**src/rtl/stream_packer.sv**
```systemverilog
// Narrow-to-wide stream packer: gathers RATIO words of ELEM_WIDTH bits into one
// wide word with per-lane keep bits. A packet may end early via data_in_last.

module stream_packer_lane #(
  parameter int W   = 32,
  parameter int IDX = 0,
  parameter int CW  = 2
) (
  input  logic          clk,
  input  logic          arst,
  input  logic          in_xfer,
  input  logic          complete,
  input  logic [CW-1:0] cnt,
  input  logic [W-1:0]  din,
  output logic [W-1:0]  merged_data,
  output logic          merged_keep
);
  logic [W-1:0] data_q;
  logic         keep_q;
  logic         sel;

  assign sel = (cnt == CW'(IDX));

  always_ff @(posedge clk or posedge arst) begin
    if (arst) begin
      data_q <= '0;
      keep_q <= 1'b0;
    end else if (complete) begin
      data_q <= '0;
      keep_q <= 1'b0;
    end else if (in_xfer && sel) begin
      data_q <= din;
      keep_q <= 1'b1;
    end
  end

  // Lanes above cnt are still cleared, so a partial word carries zeros there.
  assign merged_data = sel ? din : data_q;
  assign merged_keep = keep_q | sel;
endmodule

module stream_packer #(
  parameter int ELEM_WIDTH = 32,
  parameter int RATIO      = 4
) (
  input  logic                        clk,
  input  logic                        arst,
  input  logic [ELEM_WIDTH-1:0]       data_in,
  input  logic                        data_in_val,
  input  logic                        data_in_last,
  output logic                        data_in_rdy,
  output logic [ELEM_WIDTH*RATIO-1:0] data_out,
  output logic [RATIO-1:0]            data_out_keep,
  output logic                        data_out_last,
  output logic                        data_out_val,
  input  logic                        data_out_rdy
);
  localparam int CW = $clog2(RATIO);

  logic [CW-1:0]                       cnt;
  logic                                in_xfer;
  logic                                complete;
  logic [RATIO-1:0][ELEM_WIDTH-1:0]    mrg_data;
  logic [RATIO-1:0]                    mrg_keep;

  assign data_in_rdy = !data_out_val || data_out_rdy;
  assign in_xfer     = data_in_val && data_in_rdy;
  assign complete    = in_xfer && ((cnt == CW'(RATIO-1)) || data_in_last);

  for (genvar g = 0; g < RATIO; g++) begin : g_lane
    stream_packer_lane #(
      .W   (ELEM_WIDTH),
      .IDX (g),
      .CW  (CW)
    ) u_lane (
      .clk         (clk),
      .arst        (arst),
      .in_xfer     (in_xfer),
      .complete    (complete),
      .cnt         (cnt),
      .din         (data_in),
      .merged_data (mrg_data[g]),
      .merged_keep (mrg_keep[g])
    );
  end

  always_ff @(posedge clk or posedge arst) begin
    if (arst) begin
      cnt <= '0;
    end else if (complete) begin
      cnt <= '0;
    end else if (in_xfer) begin
      cnt <= cnt + 1'b1;
    end
  end

  // Output register reloads on completion even while draining, giving full rate.
  always_ff @(posedge clk or posedge arst) begin
    if (arst) begin
      data_out      <= '0;
      data_out_keep <= '0;
      data_out_last <= 1'b0;
      data_out_val  <= 1'b0;
    end else if (complete) begin
      data_out      <= mrg_data;
      data_out_keep <= mrg_keep;
      data_out_last <= data_in_last;
      data_out_val  <= 1'b1;
    end else if (data_out_val && data_out_rdy) begin
      data_out_val  <= 1'b0;
    end
  end
endmodule

```
**config.mk**
```make
export PLATFORM = sky130hd
export DESIGN_NAME = stream_packer
export DESIGN_NICKNAME = d
export VERILOG_FILES = /design/src/rtl/stream_packer.sv
export SDC_FILE = /design/constraint.sdc
export NUM_CORES = 1
export LEC_CHECK = 0
export BUFFER_PORTS_ARGS = -buffer_cell sky130_fd_sc_hd__buf_2
export CAP_MARGIN = 5
export CORE_MARGIN = 2
export CORE_UTILIZATION = 52
export CTS_CLUSTER_SIZE = 8
export DETAILED_ROUTE_END_ITERATION = 12
export PLACE_DENSITY = 0.88
export SYNTH_ARGS = -nofsm -noshare
export SYNTH_HDL_FRONTEND = slang
export SYNTH_SLANG_ARGS = --single-unit
```
**constraint.sdc**
```tcl
create_clock -name clk -period 9.6 [get_ports clk]
set_input_delay 1.92 -clock clk [delete_from_list [all_inputs] [get_ports clk]]
set_output_delay 1.92 -clock clk [all_outputs]
set_load 0.01 [all_outputs]
```
==> results of run 1 <==
## cell type report
class                           count  area (um^2)  area share
Sequential cell                   268         6710       0.470
Multi-Input combinational cell    617         5180       0.363
Clock buffer                       42         1030      0.0721
Timing Repair Buffer              177          913      0.0640
Tap cell                          319          399      0.0280
Inverter                            6         35.0     0.00245
Clock inverter                      1         5.00    0.000351
Antenna cell                        1         2.50    0.000175
## how the worst min path moves through the flow
stage	end	slack (ps)	depth (start not counted)
after floorplan	g_lane[3].u_lane.data_q[0]$_DFFE_PP0P_	450	1
after global placement	g_lane[3].u_lane.data_q[20]$_DFFE_PP0P_	460	1
after detailed placement	g_lane[3].u_lane.data_q[27]$_DFFE_PP0P_	470	1
after CTS	g_lane[3].u_lane.data_q[27]$_DFFE_PP0P_	480	1
after global routing	g_lane[3].u_lane.data_q[16]$_DFFE_PP0P_	500	1
final	g_lane[3].u_lane.data_q[17]$_DFFE_PP0P_	480	1
## worst reg2reg max path, delay by kind of cell, from the launching register on
kind / cells / cell delay, ps
fa+ha+maj: 1 / 980
buf+inv: 1 / 690
flops: 1 / 400
mux: 1 / 670
simple gates: 2 / 380
## power breakdown
part / internal [mW] / total (mW) / switching (mW)
Sequential: 1.40 / 1.56 / 0.159
Combinational: 0.553 / 1.07 / 0.522
Clock: 0.744 / 1.19 / 0.450
## synthesized netlist by cell type, drive strengths merged, types with 2 or more instances
library cell	number
nand3	96
dfrtp	268
nand4	2
o31ai	3
nand2	5
ha	4
buf	48
mux2	256
inv	6
and2	35
clkbuf	41
nor2	10
o21ai	101
a21oi	99
## sequential cells by signal (all words and copies together), names as in the netlist
signal,count
cnt,2
data_out,128
data_out_keep,4
data_out_last,1
data_out_val,1
g_lane.u_lane.data_q,128
g_lane.u_lane.keep_q,4
## metrics by stage
stage	power [mW]	setup slack [ps]
finish	3.83	3720
global route	4.02	3640
CTS	3.86	3810
detailed placement	2.65	3780
global placement	2.61	3800
floorplan	2.29	298
## logic make-up after synthesis
| logic type | Yosys count | synth area share |
|---|---|---|
| AO/OA/AOI/OAI | 206 | 0.0838 |
| adder cells (fa/ha/maj) | 4 | 0.00399 |
| buffers and inverters | 95 | 0.0527 |
| flip-flops | 268 | 0.535 |
| multiplexers | 256 | 0.260 |
| AND/OR/NAND/NOR | 151 | 0.0644 |
## layer usage
| metal | part of all wire | routed length, um | vias to the layer above |
|---|---|---|---|
| li1 | - | - | 3724 |
| met1 | 0.43 | 12300 | 4131 |
| met2 | 0.48 | 13700 | 302 |
| met4 | 0.021 | 606 | 0 |
| met5 | 0 | 0 | - |
| met3 | 0.063 | 1800 | 51 |
==> flow_summary.toml, run 1 <==
[routing]
wirelength_mm = 28.3
drtIter0Drc = 633
wl_per_cell_um = 19.8
via_per_inst = 5.74
num_vias = 8208
firstDrtPassIters = 5
ant_nets = 0
remaining_drc_errors = 0

[critical_path]
rr_worst_depth = 5
crit_end = "data_in_rdy"
cpPeakStageDelay_ps = 680
cp.arrival_ps = 3960
start_kind = "input pin"
reg2reg_slack_ps = 6360
worstPathMaxFanout = 104
path_delay_family = "buffers and inverters"
crit_type = "in -> out"
rr_endpoint = "data_out[8]$_DFFE_PP0P_"
critPathBufInv = 4
crit_path_end_kind = "output pin"
reg2reg_from = "cnt[0]$_DFFE_PP0P_"
critical_path.most_common_cell = "buf_2"
crit_chain = "buf_2 -> nor2b_4 -> buf_4 -> inv_4 -> buf_2"
crit_slowest_cell = "buf_4"
crit_required_ps = 7680
crit_start = "data_out_rdy"
path_depth = 5

[place]
hpwl_mm = 16.2
routabilityCongestion = 0.750
port_buffers = 171
postPlaceCellArea_um2 = 13200
dp.cells = 1387

[timing]
skew_ps = 13.2
period_minus_slack_ps = 5880
rsz0062_at_grt = "false"
hold_violations = 0
hold_slack_ps = 478
worst_slew_pin_slew_ps = 1240
setup_viol = 0
max_slew_margin = 0.171
drv_slew = 0
max_freq_mhz = 170
fin_crit_sh = 0.612
finalSetupTns_ps = 0

[yosys]
synth_area_leader_cell = "dfrtp_1"
syn_inst = 980
avgSynthCellArea_um2 = 12.8
syn_area_um2 = 12500
synth.top_cell.area_share = 0.535
synth_edf_count = 0
ys_types = 28
yosysSeqAreaShare = 0.535
yosysWarnings = 0
async_reset_ff_frac = 1.00
ys_top_cells_by_area = "dfrtp_1 54%, mux2_2 14%, mux2_4 12%, a21oi_1 4.0%, o21ai_0 3.9%"
ys_seq_elements = 268
synthFlopType = "dfrtp_1"
syn_nets = 1021

[die]
die_width_um = 159
die_h_um = 159
start_util = 0.532
core.rowCount = 56
core_area_um2 = 23500
boundaryPins = 172
die_area_um2 = 25400

[clock_tree]
clockBufferDepth = 3
cts_setup_buffers = 0
holdBufCountCts = 0
cts_resized = 0
clock-root-buffer = "clkbuf_16"
cts_tree = "yes"
clk_pin_slew_worst_paths_ps = 50
cts_buffers = 39
htreeDepth = 2
clk-insertion-delay-late_ps = 500
clkSinkCount = 268

[flow_run]
drv_cap = 0

[grt]
antenna_found_initial = 1
use_met3 = 0.0485
grt_max_degree = 179
grt_remaining_overflow = 0
busiest_layer = "met2"
grt_use_met2 = 0.358
grt_pass1_wl_mm = 46.5
grt_usage = 0.224
use_met1 = 0.312
grt_pass1_vias = 8422

[outcome]
status = "completed"

[final_layout]
layout_commonest_cell = "dfrtp_1"
fin_area_um2 = 14300
fin_cells = 1431
fin_nets = 1150
fillers = 1815
final_cell_mix = "268 x dfrtp_1, 171 x buf_2, 156 x mux2_2"
utilization = 0.606
drive_gt1_frac = 0.439
syn2layout_area_growth_pct = 13.9

[worst_hold_path]
worstHoldStart = "g_lane[3].u_lane.data_q[17]$_DFFE_PP0P_"
worstHoldPathType = "reg -> reg"

[power]
p_leak_nw = 6.94
powerDensity_nw_per_um2 = 268
ir_worst_vdd_mv = 0.137
No activity file was read; power rests on OpenSTA's default activity.
==> run 2, diff against run 1 <==
CORE_UTILIZATION = 58   (was 52)
PLACE_DENSITY = 0.92   (was 0.88)
clock period = 5.9 ns   (was 9.6 ns; I/O delays follow)
==> run 2 against run 1 <==
Effect of this change: setup slack got worse by 1100 ps; highest routed layer unchanged; combinational power increased by 64%; die area decreased by 10%; hold slack about the same; non-clock buffer count increased by 3; total power increased by 64%; critical path depth unchanged; first-iteration DRC count increased by 58%; count of clock-buffer cells in the layout decreased by 3; sequential share of layout area increased by 0.058 points; via count increased by 3.1%; register-to-register slack got worse by 3800 ps.
==> flow_summary.toml, run 2 (same netlist as run 1, synthesis figures left out) <==
[clock_tree]
clock-root-buffer = "clkbuf_16"
clk-insertion-delay-late_ps = 510
cts_setup_buffers = 0
cts_resized = 0
clockBufferDepth = 3
cts_tree = "yes"
cts_buffers = 39
htreeDepth = 2
clk_pin_slew_worst_paths_ps = 50
clkSinkCount = 268
holdBufCountCts = 0

[routing]
drtIter0Drc = 1002
remaining_drc_errors = 0
wirelength_mm = 29.7
firstDrtPassIters = 5
num_vias = 8459
wl_per_cell_um = 21.4
ant_nets = 0
via_per_inst = 6.09

[final_layout]
multi_input_area_um2 = 5180
layout_commonest_cell = "dfrtp_1"
final_cell_mix = "268 x dfrtp_1, 171 x buf_2, 156 x mux2_2"
syn2layout_area_growth_pct = 13.8
antennaDiodeCount = 0
drive_gt1_frac = 0.442
fin_nets = 1153
register_area_um2 = 6710
fillers = 1483
top_regs = "data_out x128, g_lane.u_lane.data_q x128"

[critical_path]
crit_type = "reg -> reg"
reg2reg_from = "cnt[0]$_DFFE_PP0P_"
crit_required_ps = 6240
crit_start = "cnt[0]$_DFFE_PP0P_"
start_kind = "register"
cp.arrival_ps = 3630
crit_path_end_kind = "register"
worstPathMaxFanout = 35

[die]
die_width_um = 151
die_h_um = 151
start_util = 0.594
die_area_um2 = 22800
core.rowCount = 53
boundaryPins = 172
core_area_um2 = 21100

[worst_hold_path]
worstHoldPathType = "reg -> reg"
worstHoldStart = "g_lane[3].u_lane.data_q[3]$_DFFE_PP0P_"

[timing]
max_freq_mhz = 304
worst_slew_pin_slew_ps = 1230
period_minus_slack_ps = 3290
setup_viol = 0
finalSetupTns_ps = 0
drv_slew = 0
skew_ps = 8.09
rsz0062_at_grt = "false"
max_slew_margin = 0.181
hold_violations = 0
fin_crit_sh = 0.558

[power]
p_int_mw = 4.39
powerDensity_nw_per_um2 = 442
switching_share = 0.302
pwr-share-clk = 0.311
seqPwrFrac = 0.409
p_leak_nw = 6.95
combPwrFrac = 0.280
ir_worst_vdd_mv = 0.342
power_switching_mw = 1.90
p_total_mw = 6.30

[grt]
grt_pass1_wl_mm = 47.3
grt_usage = 0.263
grt_pass1_vias = 8742
grt_max_degree = 167
antenna_found_initial = 0
grt_remaining_overflow = 0

[place]
port_buffers = 171
hpwl_mm = 16.7
routabilityCongestion = 0.773

[outcome]
status = "completed"

[flow_run]
drv_cap = 0
-- run 2: cell count changes in the layout (fill, tap and decap cells not counted) --
cell,delta
clkinvlp_4,+1
inv_6,+3
buf_4,+1
bufinv_16,+1
inv_8,-1
buf_12,+2
clkbuf_1,-1
diode_2,-1
inv_4,-1
clkbuf_16,-2
-- run 2: layout make-up --
cell class / instances / share of cell area
multi-input cells: 617 / 0.364
well taps: 275 / 0.0241
inverters: 6 / 0.00211
clock buffers: 39 / 0.0685
flip-flops and latches: 268 / 0.470
repair buffers: 180 / 0.0674
clock inverters: 4 / 0.00395
-- run 2: power groups by stage --
stage	logic, mW	registers (mW)	clock network [mW]
floorplan	1.09	2.65	0
global placement	1.68	2.56	0
detailed placement	1.75	2.58	0
CTS	1.77	2.57	1.98
global route	1.90	2.61	2.06
finish	1.76	2.57	1.96
-- run 2: stage by stage --
| stage | worst slack (ps) | hold slack (ps) | instance area (um^2) | utilization | std cells |
|---|---|---|---|---|---|
| final | 2610 | 478 | 14300 | 0.676 | 1389 |
| after global routing | 2450 | 497 | 14300 | 0.676 | 1389 |
| after CTS | 2660 | 483 | 14300 | 0.676 | 1389 |
| after detailed placement | 2670 | 467 | 13200 | 0.627 | 1346 |
| after global placement | 2660 | 465 | 13200 | 0.627 | 1346 |
| after floorplan | 1180 | 449 | 12500 | - | 980 |
-- run 2: worst max-delay path: stages (launching register included) --
cell     delay [ps]
dfrtp_1         410
inv_1           120
ha_2            900
nand2_1        1010
o21ai_0         520
a21oi_1         140
-- run 2: worst paths after layout --
check	end	slack [ps]	cells past startpoint
max	g_lane[0].u_lane.data_q[13]$_DFFE_PP0P_	2610	5
min	g_lane[3].u_lane.data_q[3]$_DFFE_PP0P_	480	1
max reg2reg	g_lane[0].u_lane.data_q[13]$_DFFE_PP0P_	2610	5
min reg2reg	g_lane[3].u_lane.data_q[3]$_DFFE_PP0P_	480	1
max in group asynchronous	data_out[41]$_DFFE_PP0P_	3730	4
min in group asynchronous	data_out[109]$_DFFE_PP0P_	840	3
-- run 2: routing by layer --
metal  vias up  wire length, um  GRT usage
li1       3718                -          -
met1      4309            12800      0.373
met2       370            14300      0.418
met3        62             1910     0.0437
met4         0              690     0.0883
met5         -                0          0
